**src/rtl/cdb_rr_arbiter_if.sv**
```systemverilog
// rtl/cdb_rr_arbiter_if.sv - request/broadcast bundle between reservation stations, CDB arbiter and ROB
interface cdb_rr_arbiter_if #(
  parameter int NUM_REQ = 3,
  parameter int TAG_W   = 3,
  parameter int DATA_W  = 16
);
  logic [NUM_REQ-1:0]        req_valid;
  logic [NUM_REQ*TAG_W-1:0]  req_tag;
  logic [NUM_REQ*DATA_W-1:0] req_data;
  logic [NUM_REQ-1:0]        grant;
  logic                      cdb_stall;
  logic                      flush;
  logic                      cdb_valid;
  logic [TAG_W-1:0]          cdb_tag;
  logic [DATA_W-1:0]         cdb_data;

  modport master (
    output req_valid, req_tag, req_data, cdb_stall, flush,
    input  grant, cdb_valid, cdb_tag, cdb_data
  );

  modport slave (
    input  req_valid, req_tag, req_data, cdb_stall, flush,
    output grant, cdb_valid, cdb_tag, cdb_data
  );
endinterface

```
**src/rtl/cdb_rr_arbiter.sv**
```systemverilog
// rtl/cdb_rr_arbiter.sv - round-robin Common Data Bus arbiter with registered broadcast
// Optional starvation monitor (starve_flag port) enabled by defining CDB_STARVE_MON_EN.
module cdb_rr_arbiter #(
  parameter int NUM_REQ = 3,
  parameter int TAG_W   = 3,
  parameter int DATA_W  = 16
) (
  input  logic clk,
  input  logic rst,
  cdb_rr_arbiter_if.slave bus
`ifdef CDB_STARVE_MON_EN
  ,
  output logic starve_flag
`endif
);
  localparam int PTR_W = $clog2(NUM_REQ);
  localparam logic [PTR_W-1:0] LAST_IDX = PTR_W'(NUM_REQ - 1);
  localparam logic [PTR_W:0]   NUM_EXT  = (PTR_W+1)'(NUM_REQ);

  logic [PTR_W-1:0]   rr_ptr_q, rr_ptr_d;
  logic               cdb_valid_q, cdb_valid_d;
  logic [TAG_W-1:0]   cdb_tag_q, cdb_tag_d;
  logic [DATA_W-1:0]  cdb_data_q, cdb_data_d;

  logic               grant_en;
  logic               grant_any;
  logic [PTR_W-1:0]   grant_idx;
  logic [NUM_REQ-1:0] grant_vec;
  logic [PTR_W:0]     scan_sum;
  logic [PTR_W-1:0]   scan_idx;

  // Scan from rr_ptr upward with an explicit modulo so non-power-of-2 sizes never leave range.
  always_comb begin
    grant_en  = !rst && !bus.flush && !bus.cdb_stall;
    grant_any = 1'b0;
    grant_idx = '0;
    grant_vec = '0;
    scan_sum  = '0;
    scan_idx  = '0;
    for (int k = 0; k < NUM_REQ; k++) begin
      scan_sum = {1'b0, rr_ptr_q} + (PTR_W+1)'(k);
      if (scan_sum >= NUM_EXT) begin
        scan_sum = scan_sum - NUM_EXT;
      end
      scan_idx = scan_sum[PTR_W-1:0];
      if (grant_en && !grant_any && bus.req_valid[scan_idx]) begin
        grant_any = 1'b1;
        grant_idx = scan_idx;
      end
    end
    if (grant_any) begin
      grant_vec[grant_idx] = 1'b1;
    end
  end

  always_comb begin
    rr_ptr_d    = rr_ptr_q;
    cdb_valid_d = grant_any;
    cdb_tag_d   = cdb_tag_q;
    cdb_data_d  = cdb_data_q;
    if (grant_any) begin
      rr_ptr_d   = (grant_idx == LAST_IDX) ? '0 : grant_idx + 1'b1;
      cdb_tag_d  = bus.req_tag[grant_idx*TAG_W +: TAG_W];
      cdb_data_d = bus.req_data[grant_idx*DATA_W +: DATA_W];
    end
    if (bus.flush) begin
      rr_ptr_d = '0;
    end
  end

  always_ff @(posedge clk) begin
    if (rst) begin
      rr_ptr_q    <= '0;
      cdb_valid_q <= 1'b0;
      cdb_tag_q   <= '0;
      cdb_data_q  <= '0;
    end else begin
      rr_ptr_q    <= rr_ptr_d;
      cdb_valid_q <= cdb_valid_d;
      cdb_tag_q   <= cdb_tag_d;
      cdb_data_q  <= cdb_data_d;
    end
  end

  assign bus.grant     = grant_vec;
  assign bus.cdb_valid = cdb_valid_q;
  assign bus.cdb_tag   = cdb_tag_q;
  assign bus.cdb_data  = cdb_data_q;

`ifdef CDB_STARVE_MON_EN
  logic [3:0] wait_cnt_q [NUM_REQ];
  logic [3:0] wait_cnt_d [NUM_REQ];
  logic       starve_q, starve_d;

  // Flag follows the next-state counters so it rises and clears one cycle after the event.
  always_comb begin
    starve_d = 1'b0;
    for (int i = 0; i < NUM_REQ; i++) begin
      wait_cnt_d[i] = wait_cnt_q[i];
      if (bus.flush || !bus.req_valid[i] || grant_vec[i]) begin
        wait_cnt_d[i] = 4'd0;
      end else if (wait_cnt_q[i] != 4'hF) begin
        wait_cnt_d[i] = wait_cnt_q[i] + 4'd1;
      end
      if (wait_cnt_d[i] == 4'hF) begin
        starve_d = 1'b1;
      end
    end
  end

  always_ff @(posedge clk) begin
    if (rst) begin
      starve_q <= 1'b0;
      for (int i = 0; i < NUM_REQ; i++) begin
        wait_cnt_q[i] <= 4'd0;
      end
    end else begin
      starve_q <= starve_d;
      for (int i = 0; i < NUM_REQ; i++) begin
        wait_cnt_q[i] <= wait_cnt_d[i];
      end
    end
  end

  assign starve_flag = starve_q;
`endif
endmodule

```
**src/flat_wrapper.sv**
```systemverilog
// flat-port wrapper written by rule: the top's interface ports become plain ports
module cdb_rr_arbiter_flat 
#(
  parameter int NUM_REQ = 3,
  parameter int TAG_W   = 3,
  parameter int DATA_W  = 16
)
  (clk, rst, bus_req_valid, bus_req_tag, bus_req_data, bus_cdb_stall, bus_flush, bus_grant, bus_cdb_valid, bus_cdb_tag, bus_cdb_data);
  cdb_rr_arbiter_if #(.NUM_REQ(NUM_REQ), .TAG_W(TAG_W), .DATA_W(DATA_W)) bus_i ();
  input  logic clk;
  input  logic rst;
  input wire logic [$bits(bus_i.req_valid)-1:0] bus_req_valid;
  input wire logic [$bits(bus_i.req_tag)-1:0] bus_req_tag;
  input wire logic [$bits(bus_i.req_data)-1:0] bus_req_data;
  input wire logic [$bits(bus_i.cdb_stall)-1:0] bus_cdb_stall;
  input wire logic [$bits(bus_i.flush)-1:0] bus_flush;
  output wire logic [$bits(bus_i.grant)-1:0] bus_grant;
  output wire logic [$bits(bus_i.cdb_valid)-1:0] bus_cdb_valid;
  output wire logic [$bits(bus_i.cdb_tag)-1:0] bus_cdb_tag;
  output wire logic [$bits(bus_i.cdb_data)-1:0] bus_cdb_data;
  assign bus_i.req_valid = bus_req_valid;
  assign bus_i.req_tag = bus_req_tag;
  assign bus_i.req_data = bus_req_data;
  assign bus_i.cdb_stall = bus_cdb_stall;
  assign bus_i.flush = bus_flush;
  assign bus_grant = bus_i.grant;
  assign bus_cdb_valid = bus_i.cdb_valid;
  assign bus_cdb_tag = bus_i.cdb_tag;
  assign bus_cdb_data = bus_i.cdb_data;
  cdb_rr_arbiter #(.NUM_REQ(NUM_REQ), .TAG_W(TAG_W), .DATA_W(DATA_W)) u_core (.clk(clk), .rst(rst), .bus(bus_i));
endmodule
```
**config.mk**
```make
export PLATFORM = sky130hd
export DESIGN_NAME = cdb_rr_arbiter_flat
export DESIGN_NICKNAME = d
export VERILOG_FILES = /design/src/rtl/cdb_rr_arbiter_if.sv /design/src/rtl/cdb_rr_arbiter.sv /design/src/flat_wrapper.sv
export SDC_FILE = /design/constraint.sdc
export NUM_CORES = 1
export LEC_CHECK = 0
export BUFFER_PORTS_ARGS = -buffer_cell sky130_fd_sc_hd__buf_2
export CORE_UTILIZATION = 43
export CTS_CLUSTER_DIAMETER = 100
export DETAILED_ROUTE_END_ITERATION = 16
export PLACE_DENSITY_LB_ADDON = 0.15
export SLEW_MARGIN = 20
export SYNTH_ARGS = -nofsm -noshare
export SYNTH_HDL_FRONTEND = slang
export SYNTH_SLANG_ARGS = --single-unit
```
**constraint.sdc**
```tcl
create_clock -name clk -period 2.9 [get_ports clk]
set_clock_uncertainty 0.2 [all_clocks]
set_input_delay 0 -clock clk [delete_from_list [all_inputs] [get_ports clk]]
set_output_delay 0 -clock clk [all_outputs]
set_load 0.01 [all_outputs]
```
# Word-level counts from Yosys, hierarchy flattened
# Index checks and enable logic that the tools add are counted.
# op_classes
n_addsub	6
multipliers	1
n_lt_le_gt_ge	8
n_eq_ne	1
n_shift	2
muxes	19
n_reduce_logical	14
# ops
op	n
48-bit by 7-bit indexed part select with 16-bit output	1
2-bit 2-to-1 mux	7
2-bit by 3-bit < comparator with 1-bit output, second input constant	4
9-bit by 5-bit indexed part select with 3-bit output	1
1-bit logical AND	8
1-bit 2-to-1 mux	7
1-bit binary-select mux with 2-bit select	3
3-bit by 2-bit >= comparator with 1-bit output, second input constant	2
2-bit subtractor, second input constant	3
1-bit logical NOT	5
2-bit by 2-bit multiplier with 4-bit output, second input constant	1
2-bit by 1-bit adder with 3-bit output, second input constant	1
2-bit by 2-bit adder with 3-bit output, second input constant	1
3-bit 2-to-1 mux	1
2-bit by 1-bit adder with 2-bit output, second input constant	1
1-bit demux with 2-bit select	1
2-bit == test, second input constant	1
2-bit by 1-bit >= comparator with 1-bit output, second input constant	1
2-bit >= comparator, second input constant	1
2-bit OR reduction	1
# word_totals
ff_bits	22
input_bits	64
output_inout_bits	23
wordCells	55

# Logic depth before layout (Yosys ltp)
# Gate-level depths: netlist of the first run.
# logic_depth
word_depth	19
depth_mapped	10
depth_no_buf	8

# Worst setup path before layout of the first run
# OpenSTA, ideal clock, no wires.
# synth_path
path_kind	register to register
from	register u_core.rr_ptr_q[0]
to	register u_core.cdb_data_q[0], in the netlist u_core.bus.cdb_data[0]
setup_time_ns	0.138
t_arrival_ns	2.005
slack_ns	0.557
stages_incl_launch_ff	10
period_less_slack_ns	2.343
cell_sequence	dfxtp_1 -> inv_1 -> ha_1 -> buf_4 -> nand2b_1 -> a311oi_2 -> o22ai_2 -> buf_2 -> a222oi_1 -> a21oi_1
# synth_via
elab_chain_cells	15
word_cells_on_any_way	31
# synth_rtl
item	line	source
start, declared	cdb_rr_arbiter.sv:20	logic [PTR_W-1:0] rr_ptr_q, rr_ptr_d;
start signal, assigned	cdb_rr_arbiter.sv:78	rr_ptr_q <= rr_ptr_d;
branches (longest 15 deep; another with 2-bit by 1-bit adder with 3-bit output)	--	
end signal, assigned	cdb_rr_arbiter.sv:81	cdb_data_q <= cdb_data_d;
end, declared	cdb_rr_arbiter.sv:23	logic [DATA_W-1:0] cdb_data_q, cdb_data_d;
# Parallel ways; which one is timed is not known. The select of a mux whose other input is x is not followed.
# A chain may end at the register's enable or synchronous reset.

# Final worst setup path of the first run
# layout_path
from	register u_core.rr_ptr_q[0]
to	output port bus_grant[0]
# layout_via
elab_chain_cells	19
word_cells_on_any_way	36
# layout_rtl
item	line	source
branches (longest 18 deep; another with 2-bit by 1-bit adder with 3-bit output)	--	
3-bit 2-to-1 mux (*)	cdb_rr_arbiter.sv:51	if (grant_any) begin
end, declared	flat_wrapper.sv:17	output wire logic [$bits(bus_i.grant)-1:0] bus_grant;
# Mark *: on every way between the ends. The select of a mux whose other input is x is not followed.

==> results of run 1 <==
layout make-up:
type | instances | area (um^2) | share of cell area (%)
timing repair buffer | 150 | 1059 | 42.30
clock buffer | 4 | 36.28 | 1.450
inverter | 4 | 15.01 | 0.6000
tap | 44 | 55.05 | 2.200
multi-input combinational | 109 | 897.1 | 35.85
sequential | 22 | 440.4 | 17.60
timing repair:
action / 4_1_cts / 5_1_grt
buffers inserted: 0 / 0
hold buffers: 59 / 0
hold endpoints to repair: 21 / 0
registers in the layout (all words and copies together) (netlist names):
name	flops
u_core.bus.cdb_data	16
u_core.bus.cdb_tag	3
u_core.bus.cdb_valid	1
u_core.rr_ptr_q	2
critical path, cell delays in order, from the launching register on:
cell,delay (ns)
dfxtp_1,0.40
inv_1,0.06
ha_1,0.43
a21boi_0,0.17
o31a_1,0.32
o32ai_2,0.24
buf_4,0.30
and2_1,0.16
buf_2,0.13
metal layers:
| layer | up-vias | track usage (%) |
|---|---|---|
| met1 | 860 | 33.02 |
| met5 | - | 0 |
| met4 | 0 | 15.28 |
| li1 | 856 | - |
| met2 | 99 | 61.75 |
| met3 | 18 | 6.061 |
worst paths after layout:
path                                                    startpoint                                    to  slack (ns)  cells after the start
worst max-delay path               u_core.rr_ptr_q[0]$_SDFFE_PP0P_                          bus_grant[0]        0.19                      8
worst min-delay path                                 bus_cdb_stall       u_core.bus.cdb_valid$_SDFF_PP0_        0.02                      4
worst max register to register     u_core.rr_ptr_q[0]$_SDFFE_PP0P_  u_core.bus.cdb_data[13]$_SDFFE_PP0P_        0.35                      8
worst min register to register  u_core.bus.cdb_tag[1]$_SDFFE_PP0P_    u_core.bus.cdb_tag[1]$_SDFFE_PP0P_        0.31                      2
kinds of logic after synthesis:
| logic type | Yosys count | share of synthesized area [%] |
|---|---|---|
| simple gates | 54 | 19.02 |
| fa+ha+maj | 3 | 2.618 |
| flops | 22 | 30.72 |
| compound gates | 50 | 38.92 |
| mux | 2 | 1.396 |
| buf+inv | 18 | 7.329 |
cells in the mapped netlist (2+ instances only):
cell type	n
dfxtp_1	22
nand2_1	15
a221oi_2	13
nor2_1	13
a211oi_2	12
a21oi_1	7
buf_4	7
nand3_1	7
a222oi_1	6
nor3_1	4
buf_2	3
clkbuf_1	3
ha_1	3
inv_1	3
nand2b_1	3
a211oi_1	2
and2_1	2
mux2i_1	2
nand3b_1	2
nor2b_1	2
nor3b_1	2
power by group through the flow:
| stage | registers (mW) | clock network, mW | logic [mW] |
|---|---|---|---|
| 2_1_floorplan | 0.336 | 0 | 0.0823 |
| 3_3_place_gp | 0.329 | 0 | 0.161 |
| 3_5_place_dp | 0.329 | 0 | 0.166 |
| 4_1_cts | 0.323 | 0.176 | 0.227 |
| 5_1_grt | 0.325 | 0.191 | 0.254 |
| 6_report | 0.324 | 0.174 | 0.237 |
through the flow:
stage          hold slack (ns)  setup WS [ns]  cells
2_1_floorplan          -0.1232         0.5574    149
3_3_place_gp           0.01849         0.5171    270
3_5_place_dp           0.03306         0.3770    270
4_1_cts                0.01677         0.2070    333
5_1_grt                0.06439        0.01088    333
6_report               0.02019         0.1878    333
==> results.cfg, run 1 <==
[route]
detail_route.iter0.violations = 121
dr_total_vias = 1833
wl_met2_um = 3032
highest_layer = met4
met3_length_um = 402
wl_um = 5622
first_pass_iters = 4
post_drt_wl_per_cell_um = 16.88
m1WireLength_um = 2026
drc = 0
vias_per_cell = 5.505
ant_nets = 0

[placed_design]
portBuffers = 86
place_area_mm2 = 0.001876
place.gp.congestion = 0.7678
hpwl_um = 3076

[clocking]
htreeDepth = 1
clkLatencyLatePin_ns = 0.30
cts_tree = done
cts.sinks = 22
cts_root_buf = clkbuf_4
cts_buffers = 3
clk_path_buf_depth = 2
clkSlewWorstSetupHoldPaths_ns = 0.14
post_cts_resized = 0

[grt]
grt_max_degree = 23
grt_overflow_total = 0
antenna_found_initial = 0
grt_usage_pct = 32.22
grt_pass1_vias = 1929
grt_pass1_wl_um = 8493

[power]
p_switching_mw = 0.2140
swShare_pct = 29.14
seq_power_share_pct = 44.0
p_leak_nw = 1.124
p_per_area_mw_per_mm2 = 293.5
clkPwrFrac_pct = 23.7
irDropWorstVdd_v = 0.0002088
p_comb_share_pct = 32.2
intPower_mw = 0.5204
fin_total_pwr_mw = 0.7344

[timing]
tightest_slew_ns = 0.7051
rsz0062_at_grt = false
finalMaxSlewViolations = 0
tns_ns = 0
relSlewSlack_pct = 52.63
hold_viol_final = 0
fin_crit_ns = 2.712
setup_viol = 0
fmax_ghz = 0.3687
period_share_pct = 93.52

[critical_path]
arrival_ns = 2.51
crit_required_ns = 2.70
crit_path_max_fanout = 21
critPathKind = reg -> out
startpoint_type = register
cp-end-kind = primary output

[die]
fp.dieW_um = 59.75
initial_core_util_pct = 46.21
die-area_mm2 = 0.003569
core-area_mm2 = 0.003103
die_h_um = 59.75
std_cell_rows = 20
ios = 87

[layout]
nets = 357
fillers = 211
drive_above_1_share_pct = 43.60
syn_to_final_growth_pct = 74.52
diodes = 0
final_cell_mix = buf_2 (86), dlygate4sd3_1 (59), dfxtp_1 (22)
final_common_cell = buf_2
final_area_mm2 = 0.002502
finish.utilization_pct = 80.65

[logic_synthesis]
syn_nets = 216
ys_ff_latch = 22
ys.flop_type = dfxtp_1
yosysSeqAreaShare_pct = 30.72
synth_cell_types = 37
avgSynthCellArea_um2 = 9.623
synth_area_mm2 = 0.001434
synth_edf_count = 0
yosys.area.top_type_share_pct = 30.72
yosys.area.top_type = dfxtp_1
syn_inst = 149
async_reset_ff_share_pct = 0
synthTopCellsByArea = dfxtp_1 (31%), a221oi_2 (14%), a211oi_2 (10%), a222oi_1 (4.2%), nand2_1 (3.9%)
ys_warn_count = 0

[run_status]
status = finished clean

[flow_run]
drv_cap = 0

[hold_path]
hold_path_class = in -> reg
Power figures use the tool's default switching activity.
==> run 2: changes to the inputs <==
CORE_UTILIZATION = 39   (was 43)
SLEW_MARGIN = unset   (was 20)
clock period = 2.3 ns   (was 2.9 ns; I/O delays follow)
==> results.cfg, run 2 (synthesis gave the netlist of run 1 again) <==
[clocking]
clkLatencyLatePin_ns = 0.33
clkSlewWorstSetupHoldPaths_ns = 0.16
cts_buffers = 3
cts.sinks = 22
htreeDepth = 1
cts_tree = done
cts_root_buf = clkbuf_4
clk_path_buf_depth = 2

[run_status]
status = complete, but fails checks
violations = setup timing

[route]
drc = 0
vias_per_cell = 5.776
post_drt_wl_per_cell_um = 19.35
wl_um = 6812
first_pass_iters = 6
ant_nets = 0
dr_total_vias = 2033
detail_route.iter0.violations = 149

[power]
irDropWorstVdd_v = 0.0002434
fin_total_pwr_mw = 1.095
seq_power_share_pct = 37.2
intPower_mw = 0.7693
p_leak_nw = 1.277
clkPwrFrac_pct = 29.6
swShare_pct = 29.74
p_switching_mw = 0.3256
p_comb_share_pct = 33.2
p_per_area_mw_per_mm2 = 368.8

[die]
die_h_um = 62.64
initial_core_util_pct = 41.98
core-area_mm2 = 0.003416
fp.dieW_um = 62.64
ios = 87
std_cell_rows = 21
die-area_mm2 = 0.003923

[layout]
final_cell_mix = buf_2 (84), dlygate4sd3_1 (59), dfxtp_1 (20)
drive_above_1_share_pct = 51.31
largest_reg_flops = 16
nets = 374
syn_to_final_growth_pct = 107.1
final_common_cell = buf_2
diodes = 0
fillers = 165

[timing]
period_share_pct = 104.0
tns_ns = -0.1677
fmax_ghz = 0.4182
hold_viol_final = 0
relSlewSlack_pct = 78.39
finalMaxSlewViolations = 0
setup_viol = 3
tightest_slew_ns = 0.3212
fin_crit_ns = 2.391
hold_slack_ns = 0.03317
rsz0062_at_grt = true
setup_ws_ns = -0.09131

[placed_design]
portBuffers = 86
place.gp.congestion = 0.7513
hpwl_um = 3222

[grt]
grt_overflow_total = 0
grt_pass1_vias = 1989
antenna_found_initial = 0
grt_max_degree = 22
grt_usage_pct = 29.18
grt_pass1_wl_um = 9066

[critical_path]
critPathKind = reg -> reg
crit_required_ns = 2.36
cp-end-kind = register
worstRegToRegCells = 8
arrival_ns = 2.45
crit_path_max_fanout = 11
startpoint_type = register

[hold_path]
hold_path_class = in -> reg
holdPathStages = 6

[flow_run]
drv_cap = 0
==> run 2: changes by cell type in the layout (fill, tap and decap cells not counted), moves of 3 or more <==
| cell | change |
|---|---|
| a221oi_2 | -10 |
| a221oi_4 | +10 |
| buf_4 | +9 |
| buf_6 | +4 |
| buf_12 | +3 |
| ha_1 | -3 |
| ha_4 | +3 |
==> run 2: layout make-up <==
class                   instances  area, um^2  area share [%]
inverters                       4       31.28           1.054
clock buffers                   3       22.52          0.7585
repair buffers                166        1271           42.81
repair inverters                1       6.256          0.2107
clock inverters                 1       30.03           1.011
flip-flops and latches         22       445.4           15.00
well taps                      46       57.56           1.938
multi-input cells             109        1105           37.21
==> run 2: critical path, stage by stage, from the launching register on <==
cell      delay, ns
dfxtp_2        0.35
buf_4          0.13
ha_4           0.18
a21boi_0       0.16
o31a_1         0.33
o32ai_2        0.29
buf_4          0.24
nand2_1        0.14
a211oi_2       0.29
==> run 2: path summary, 6_finish.rpt <==
check                                       start                              endpoint  slack [ns]
min reg2reg  u_core.bus.cdb_data[12]$_SDFFE_PP0P_  u_core.bus.cdb_data[12]$_SDFFE_PP0P_        0.34
max reg2reg       u_core.rr_ptr_q[0]$_SDFFE_PP0P_  u_core.bus.cdb_data[11]$_SDFFE_PP0P_       -0.09
max               u_core.rr_ptr_q[0]$_SDFFE_PP0P_  u_core.bus.cdb_data[11]$_SDFFE_PP0P_       -0.09
min                                 bus_cdb_stall       u_core.bus.cdb_valid$_SDFF_PP0_        0.03
==> run 2: metal layers <==
metal  part of all wire (%)  vias up  track usage, %
li1                       -      899               -
met1                     35      965           31.66
met2                     52      134           56.25
met4                    5.1        0           9.884
met3                    8.0       35           4.745
met5                      0        -               0
==> run 2: power groups by stage <==
| stage | Clock (mW) | Sequential [mW] | Combinational [mW] |
|---|---|---|---|
| floorplan | 0 | 0.423 | 0.104 |
| global placement | 0 | 0.414 | 0.210 |
| detailed placement | 0 | 0.415 | 0.218 |
| CTS | 0.307 | 0.406 | 0.314 |
| global route | 0.335 | 0.409 | 0.384 |
| finish | 0.324 | 0.408 | 0.363 |
==> run 2: what timing repair did <==
item | in CTS | in global routing
pin swaps | 6 | 17
resized for setup | 19 | 22
hold buffers | 59 | 0
hold endpoints to repair | 21 | 0
cloned | 1 | 2
setup buffers | 6 | 3
endpoints found under the setup margin | 23 | 24
==> run 2: metrics by stage <==
stage / cells / area (um^2) / util [%] / setup slack, ns
finish: 352 / 2969 / 86.92 / -0.09131
global route: 352 / 2969 / 86.92 / -0.1497
CTS: 348 / 2736 / 80.11 / -0.002059
detailed placement: 278 / 1948 / 57.03 / -0.09716
global placement: 278 / 1948 / 57.03 / -0.02992
floorplan: 149 / 1440 / - / 0.01340
